**config.mk**
```make
export PLATFORM = sky130hd
export DESIGN_NAME = bus_cycle_controller
export DESIGN_NICKNAME = d
export VERILOG_FILES = /design/src/rtl/bus_cycle_controller.sv
export SDC_FILE = /design/constraint.sdc
export NUM_CORES = 1
export LEC_CHECK = 0
export CAP_MARGIN = 20
export CORE_MARGIN = 3
export CORE_UTILIZATION = 56
export DETAILED_ROUTE_END_ITERATION = 10
export DONT_BUFFER_PORTS = 1
export HOLD_SLACK_MARGIN = 0.05
export PLACE_DENSITY = 0.79
export SYNTH_ARGS = -nofsm -noshare
export SYNTH_HDL_FRONTEND = slang
export SYNTH_SLANG_ARGS = --single-unit
```
**constraint.sdc**
```tcl
create_clock -name clk_2 -period 2.7 [get_ports clk_2]
set_input_delay 0.135 -clock clk_2 [delete_from_list [all_inputs] [get_ports clk_2]]
set_output_delay 0.135 -clock clk_2 [all_outputs]
set_load 0.005 [all_outputs]
```
**src/rtl/bus_cycle_controller.sv**
```systemverilog
// -----------------------------------------------------------------------------
// bus_cycle_controller
// Sequences a 16-cycle bus machine cycle: eight states (A1..A3, M1, M2, X1..X3)
// with two sub-phases each. It drives the data bus buffer controls, the D0_D3
// source select and the opcode/operand/IO-read latch strobes. A command sampled
// at the end of M2 selects what happens in X2/X3. Halt stalls the machine in X3.
//
// Ports
//   clk_2                  : clock; all state changes on its rising edge
//   rst_n                  : asynchronous active-low reset
//   halt                   : sampled leaving X3 phase 1; repeats X3 while high
//   io_write / io_read     : instruction writes / reads the bus in X2
//   src_cmd                : instruction drives a register pair in X2/X3
//   cycle_state[2:0]       : current state (A1=0 .. X3=7)
//   phase                  : 0 = load/capture, 1 = drive/hold
//   sync                   : high during X3
//   data_bus_buffer_enable : active-low buffer enable
//   data_bus_buffer_path   : 00 load, 01 drive, 10 idle, 11 capture
//   src_sel[2:0]           : D0_D3 source select
//   opr_strobe, opa_strobe, io_rd_strobe : single-cycle latch pulses
// -----------------------------------------------------------------------------
module bus_cycle_controller (
    input  logic       clk_2,
    input  logic       rst_n,
    input  logic       halt,
    input  logic       io_write,
    input  logic       io_read,
    input  logic       src_cmd,
    output logic [2:0] cycle_state,
    output logic       phase,
    output logic       sync,
    output logic       data_bus_buffer_enable,
    output logic [1:0] data_bus_buffer_path,
    output logic [2:0] src_sel,
    output logic       opr_strobe,
    output logic       opa_strobe,
    output logic       io_rd_strobe
);

    localparam int unsigned STATE_W = 3;
    localparam int unsigned CMD_W   = 3;
    localparam int unsigned PATH_W  = 2;
    localparam int unsigned SEL_W   = 3;

    typedef enum logic [STATE_W-1:0] {
        ST_A1 = 3'd0,
        ST_A2 = 3'd1,
        ST_A3 = 3'd2,
        ST_M1 = 3'd3,
        ST_M2 = 3'd4,
        ST_X1 = 3'd5,
        ST_X2 = 3'd6,
        ST_X3 = 3'd7
    } state_t;

    // One-hot command register encodings
    localparam logic [CMD_W-1:0] CMD_NONE  = 3'b000;
    localparam logic [CMD_W-1:0] CMD_READ  = 3'b001;
    localparam logic [CMD_W-1:0] CMD_WRITE = 3'b010;
    localparam logic [CMD_W-1:0] CMD_SRC   = 3'b100;

    localparam logic [PATH_W-1:0] PATH_LOAD    = 2'b00;
    localparam logic [PATH_W-1:0] PATH_DRIVE   = 2'b01;
    localparam logic [PATH_W-1:0] PATH_IDLE    = 2'b10;
    localparam logic [PATH_W-1:0] PATH_CAPTURE = 2'b11;

    localparam logic [SEL_W-1:0] SEL_PC0 = 3'd0;
    localparam logic [SEL_W-1:0] SEL_PC1 = 3'd1;
    localparam logic [SEL_W-1:0] SEL_PC2 = 3'd2;
    localparam logic [SEL_W-1:0] SEL_ACC = 3'd3;
    localparam logic [SEL_W-1:0] SEL_RPH = 3'd4;
    localparam logic [SEL_W-1:0] SEL_RPL = 3'd5;

    state_t             state_q, state_d;
    logic               phase_q, phase_d;
    logic [CMD_W-1:0]   cmd_q, cmd_d;

    logic               sync_d;
    logic               enable_d;
    logic [PATH_W-1:0]  path_d;
    logic [SEL_W-1:0]   sel_d;
    logic               opr_d;
    logic               opa_d;
    logic               rd_d;

    // Path codes for "load then drive" and "capture then idle" sequences
    logic [PATH_W-1:0]  load_path;
    logic [PATH_W-1:0]  capture_path;

    assign load_path    = phase_d ? PATH_DRIVE : PATH_LOAD;
    assign capture_path = phase_d ? PATH_IDLE  : PATH_CAPTURE;

    assign cycle_state = state_q;
    assign phase       = phase_q;

    // Next (state, phase, command): phase toggles, state advances after phase 1
    always_comb begin
        state_d = state_q;
        phase_d = ~phase_q;
        cmd_d   = cmd_q;
        if (phase_q) begin
            case (state_q)
                ST_M2: begin
                    state_d = ST_X1;
                    if (src_cmd)       cmd_d = CMD_SRC;
                    else if (io_write) cmd_d = CMD_WRITE;
                    else if (io_read)  cmd_d = CMD_READ;
                    else               cmd_d = CMD_NONE;
                end
                ST_X3: begin
                    // Halt re-enters X3 with no command; otherwise wrap to A1
                    state_d = halt ? ST_X3 : ST_A1;
                    cmd_d   = CMD_NONE;
                end
                default: state_d = state_t'(STATE_W'(state_q + 3'd1));
            endcase
        end
    end

    // Moore decode of the next (state, phase, command) so outputs are registered
    always_comb begin
        sync_d   = 1'b0;
        enable_d = 1'b1;
        path_d   = PATH_IDLE;
        sel_d    = SEL_PC0;
        opr_d    = 1'b0;
        opa_d    = 1'b0;
        rd_d     = 1'b0;
        case (state_d)
            ST_A1: begin
                enable_d = 1'b0;
                path_d   = load_path;
                sel_d    = SEL_PC0;
            end
            ST_A2: begin
                enable_d = 1'b0;
                path_d   = load_path;
                sel_d    = SEL_PC1;
            end
            ST_A3: begin
                enable_d = 1'b0;
                path_d   = load_path;
                sel_d    = SEL_PC2;
            end
            ST_M1: begin
                enable_d = 1'b0;
                path_d   = capture_path;
                opr_d    = phase_d;
            end
            ST_M2: begin
                enable_d = 1'b0;
                path_d   = capture_path;
                opa_d    = phase_d;
            end
            ST_X1: begin
                enable_d = 1'b1;
                path_d   = PATH_IDLE;
            end
            ST_X2: begin
                if (cmd_d == CMD_WRITE) begin
                    enable_d = 1'b0;
                    path_d   = load_path;
                    sel_d    = SEL_ACC;
                end else if (cmd_d == CMD_READ) begin
                    enable_d = 1'b0;
                    path_d   = capture_path;
                    rd_d     = phase_d;
                end else if (cmd_d == CMD_SRC) begin
                    enable_d = 1'b0;
                    path_d   = load_path;
                    sel_d    = SEL_RPH;
                end
            end
            ST_X3: begin
                sync_d = 1'b1;
                if (cmd_d == CMD_SRC) begin
                    enable_d = 1'b0;
                    path_d   = load_path;
                    sel_d    = SEL_RPL;
                end
            end
        endcase
    end

    // State, command and output registers
    always_ff @(posedge clk_2 or negedge rst_n) begin
        if (!rst_n) begin
            state_q                <= ST_A1;
            phase_q                <= 1'b0;
            cmd_q                  <= CMD_NONE;
            sync                   <= 1'b0;
            data_bus_buffer_enable <= 1'b0;
            data_bus_buffer_path   <= PATH_LOAD;
            src_sel                <= SEL_PC0;
            opr_strobe             <= 1'b0;
            opa_strobe             <= 1'b0;
            io_rd_strobe           <= 1'b0;
        end else begin
            state_q                <= state_d;
            phase_q                <= phase_d;
            cmd_q                  <= cmd_d;
            sync                   <= sync_d;
            data_bus_buffer_enable <= enable_d;
            data_bus_buffer_path   <= path_d;
            src_sel                <= sel_d;
            opr_strobe             <= opr_d;
            opa_strobe             <= opa_d;
            io_rd_strobe           <= rd_d;
        end
    end

endmodule
```
# --- After elaboration in Yosys (flattened, before gate mapping) ---
# Cells that the tools add are included.
op_classes:
  n_addsub: 1
  mul: 0
  div_mod_pow: 0
  order_cmp: 0
  eq_ne: 12
  n_shift: 0
  n_mux: 29
  n_bitwise: 1
  n_reduce_logical: 4
ops:
  columns: ["op", "count"]
  rows:
  - ["$mux W3", 8]
  - ["$eq A3 B3 Y1 const B", 7]
  - ["$mux W1", 12]
  - ["$pmux W3 S2", 2]
  - ["$pmux W3 S4", 1]
  - ["$pmux W2 S5", 1]
  - ["$eq A3 B2 Y1 const B", 3]
  - ["$mux W2", 4]
  - ["$eq A3 B1 Y1 const B", 2]
  - ["$reduce_or A5 Y1", 1]
  - ["$pmux W1 S4", 1]
  - ["$add A3 B1 Y3 const B", 1]
  - ["$logic_not A3 Y1", 1]
  - ["$reduce_or A3 Y1", 1]
  - ["$reduce_or A2 Y1", 1]
  - ["$not A1 Y1", 1]
word_totals:
  register_bits: 17
  latch_bits: 0
  ramBits: 0
  mem_bits_ro: 0
  input_bits: 6
  out_inout_bits: 14
  elab_cells: 57
  memories: 0

# --- Depth between registers and ports, before layout ---
logic_depth:
  depth_word: 10
  depth_mapped: 9

# --- Worst setup path after synthesis ---
# OpenSTA, ideal clock, no wires.
synth_timing:
  kind: "reg-to-reg"
  from: "register state_q[0] (netlist: cycle_state[0])"
  to: "register data_bus_buffer_path[1]"
  setup_ns: 0.078
  t_arrival_ns: 1.823
  setup_slack_ns: 0.800
  path_stages_with_launch: 9
  n_path_buf: 0
  cell_sequence: "dfrtp_1 > ha_1 > ha_1 > nand2_1 > o21ai_0 > a22oi_2 > nor3_1 > o211ai_1 > a21boi_1"
synth_via:
  elab_chain_cells: 8
synth_rtl:
  columns: ["element", "line", "source"]
  rows:
  - ["start, declared", "74", "state_t state_q, state_d;"]
  - ["start signal, assigned", "199", "state_q <= state_d;"]
  - ["$eq A3 B3 Y1", "102", "case (state_q)"]
  - ["$pmux W3 S2", "102", null]
  - ["$mux W3", "101", "if (phase_q) begin"]
  - ["$eq A3 B3 Y1", "168, 176", null]
  - ["$mux W2", "168, 176", null]
  - ["$mux W2", "164", "end else if (cmd_d == CMD_READ) begin"]
  - ["$mux W2", "160", "if (cmd_d == CMD_WRITE) begin"]
  - ["$pmux W2 S5 (*)", "129", "case (state_d)"]
  - ["net path_d[1]", "80", "logic [PATH_W-1:0] path_d;"]
  - ["end signal, assigned", "204", "data_bus_buffer_path <= path_d;"]
  - ["end, declared", "33", "output logic [1:0] data_bus_buffer_path,"]
# The timed path passes the listed nets; every way through them passes the cells marked *.

# --- Worst setup path in the final report ---
# Ends and elaborated chain as after synthesis.

==> summary.md <==
| Metric | Value |
|---|---|
| Initial antenna violation count | 0 |
| Busiest layer in global routing | met2 |
| Clock Sinks | 17 |
| F_max | 468 MHz |
| #FFs+latches synth | 17 |
| Area taken by flip-flops and latches | 425 µm² |
| Run status | complete, no violations |
| Nets | 89 |
| Startpoint types | register |
| Clock buffer depth | 2 |
| Critical Path Max Stage Delay | 450 ps |
| Ant diodes | 0 |
| Proportion of power drawn by flip-flops and latches | 0.333 |
| Filler Cell Count | 106 |
| Die Height | 45.4 µm |
| Final Setup Violations | 0 |
| Max-Cap Viols | 0 |
| CTS root buf | clkbuf_4 |
| Pint | 0.696 mW |
| Peak VDD IR | 736 µV |
| Switching part of the total | 0.459 |
| Num CTS Buffers | 3 |
| Die Span X | 45.4 µm |
| Multi-input gate area | 393 µm² |
| I/O Buffers | 0 |
| Post-synthesis area per instance | 11.7 µm² |
| PD cells | 1390 mW/mm² |
| Post-CTS Setup Inserts | 0 |
| Ys async rst share | 1.00 |
| Kind of critical path | register to register |
| Core ar. | 0.00138 mm² |
| Unrepaired setup endpoints after global routing | no |
| Final setup margin | 562 ps |
| Hpwl dp | 1140 µm |
| Initial Util | 0.628 |
| M1 GR Usage | 0.217 |
| Final Skew | 4.28 ps |
| Period utilization | 0.792 |
| Fin Hold WS | 62.1 ps |
| Vias | 614 |
| Setup WS pre-CTS | 577 ps |
| Met3 global-route usage | 0.0514 |
| Critical path arrival | 2360 ps |
| WL per Instance | 16.6 µm |
| Worst skew pair latency | 300 ps |
| DR iter-0 viols | 17 |
| Fin. Hold Viols | 0 |
| Die ar. | 0.00206 mm² |
| Antenna-violating nets left | 0 |
| Fin. max-slew vios | 0 |
| Residual DRC | 0 |
| Grt total ovfl | 0 |
| Setup Total Neg Slack | 0 ps |
| Final Instance Count excl. Fillers | 94 |
| Vias/cell | 6.53 |
| Io pins | 20 |
| Largest net degree at the start of global routing | 18 |
| CP max stage cell | dfrtp_1 |
| Leakage | 0.413 nW |
| Clock transition at the registers of the reported paths | 100 ps |
| Post-Syn Area | 868 µm² |
| Syn-to-layout area delta | 6.34% |
| Crit end category | register |
| Required @ worst endpoint | 2920 ps |
| GP Congestion | 0.861 |
| Critical-path cell list | ha_1 -> ha_1 -> nand2_1 -> o21ai_0 -> a22oi_2 -> nor3_1 -> o211ai_1 -> a21boi_1 |
| Vias in the first global route | 614 |
| CP max FO | 8 |
| Seq/Total Area, Yosys | 0.490 |
| Final Critical Period | 2140 ps |
| Clock Power Share | 0.105 |
| CTS tree | yes |
| Syn nets | 83 |
| WL final | 1560 µm |
| GR met2 Demand/Resource | 0.302 |
| FP Rows | 13 |
| Switching Power | 0.590 mW |
| Max_slew headroom | 0.516 |
| Total GRT Usage | 0.188 |
| Top_reg_cell synth | dfrtp_1 |
| Share of layout cells above drive strength 1 | 0.278 |
| Power share of the combinational group | 0.562 |
| Cell variety after synth | 32 |
| H-Tree Depth | 1 |
| Total placed cells including tap cells | 88 |
| Most used cell, CP | ha_1 |
| Worst slew pin tran | 723 ps |
| Cells after Synth | 74 |
| Yosys warns | 0 |
| EDFF count, synth | 0 |
| HP Class | primary input to register |
| Pre-antenna DRT Iters | 4 |
| First-pass GRT wire length | 2660 µm |
==> synthesized netlist by cell type, types with 2 or more instances <==
cell type	number	area (µm²)
ha_1	3	37.5
a32oi_4	2	55.1
and3_1	2	12.5
dfrtp_1	17	425
inv_2	6	22.5
nand2_1	4	15.0
nor3_1	3	15.0
a21oi_1	3	15.0
a22oi_2	2	25.0
nor4_1	2	12.5
nor2_1	3	11.3
a31oi_1	2	12.5
nand3_1	4	20.0
inv_1	3	11.3
==> through the flow <==
step	utilization	area, µm²	total power [mW]
6_report	0.668	923	1.29
5_1_grt	0.668	923	1.40
4_1_cts	0.668	923	1.29
3_5_place_dp	0.633	876	1.14
3_3_place_gp	0.633	876	1.13
2_1_floorplan	-	868	1.02
==> state kept, by name (all words and copies together) (netlist names) <==
name	cells
cmd_q	3
io_rd_strobe	1
data_bus_buffer_enable	1
phase	1
data_bus_buffer_path	2
sync	1
opr_strobe	1
opa_strobe	1
cycle_state	3
src_sel	3
==> worst paths after layout <==
path / from / endpoint / slack [ps] / depth (start not counted)
setup reg to reg: cycle_state[0] / data_bus_buffer_path[1] / 560 / 8
min in group asynchronous: rst_n / cycle_state[0] / 330 / 1
hold / removal: src_cmd / cmd_q[2] / 60 / 2
setup / recovery: cycle_state[0] / data_bus_buffer_path[1] / 560 / 8
hold reg to reg: cmd_q[0] / cmd_q[0] / 560 / 2
max in group asynchronous: rst_n / cmd_q[0] / 1920 / 1
==> worst max-delay path: cells and delay by family, from the launching register on <==
family	cells	cell delay (ps)
simple gates	2	190
fa+ha+maj	2	480
compound gates	4	940
flops	1	450
==> per-layer routing <==
layer	part of all wire	wire length, µm
met1	0.41	637
met2	0.51	791
met3	0.062	96
met4	0.022	34
met5	0	0
==> layout by cell type, fill, tap and decap left out, drive strengths merged, types with 2 or more instances in the layout <==
master,instances
clkbuf,3
nand3,4
nand2,4
dfrtp,17
a32oi,2
o21ai,3
nor4,2
clkinv,2
nor3,5
and3,2
a22oi,2
nor2,3
ha,3
a21oi,4
inv,9
dlygate4sd3,2
a31oi,3
==> cell families after synthesis <==
| group | synth area share |
|---|---|
| multiplexers | 0.0115 |
| flip-flops | 0.490 |
| adder cells (fa/ha/maj) | 0.0432 |
| AND/OR/NAND/NOR | 0.157 |
| AO/OA/AOI/OAI | 0.241 |
| buffers and inverters | 0.0576 |
==> repair_timing <==
item	CTS	global route
gates resized for setup	0	0
endpoints found under the hold margin	18	0
hold buffers	2	0
==> power by group through the flow <==
stage | sequential, mW | combinational [mW] | clock (mW)
finish | 0.428 | 0.723 | 0.135
global route | 0.440 | 0.811 | 0.152
CTS | 0.432 | 0.718 | 0.141
detailed placement | 0.437 | 0.707 | 0
global placement | 0.437 | 0.692 | 0
floorplan | 0.419 | 0.598 | 0
==> cell type report <==
type,count,share of cell area
Clock inverter,1,0.00542
Sequential cell,17,0.461
Inverter,10,0.0420
Timing Repair Buffer,2,0.0217
Multi-Input combinational cell,46,0.425
Clock buffer,3,0.0244
Tap cell,15,0.0203
Power figures use the tool's default switching activity.
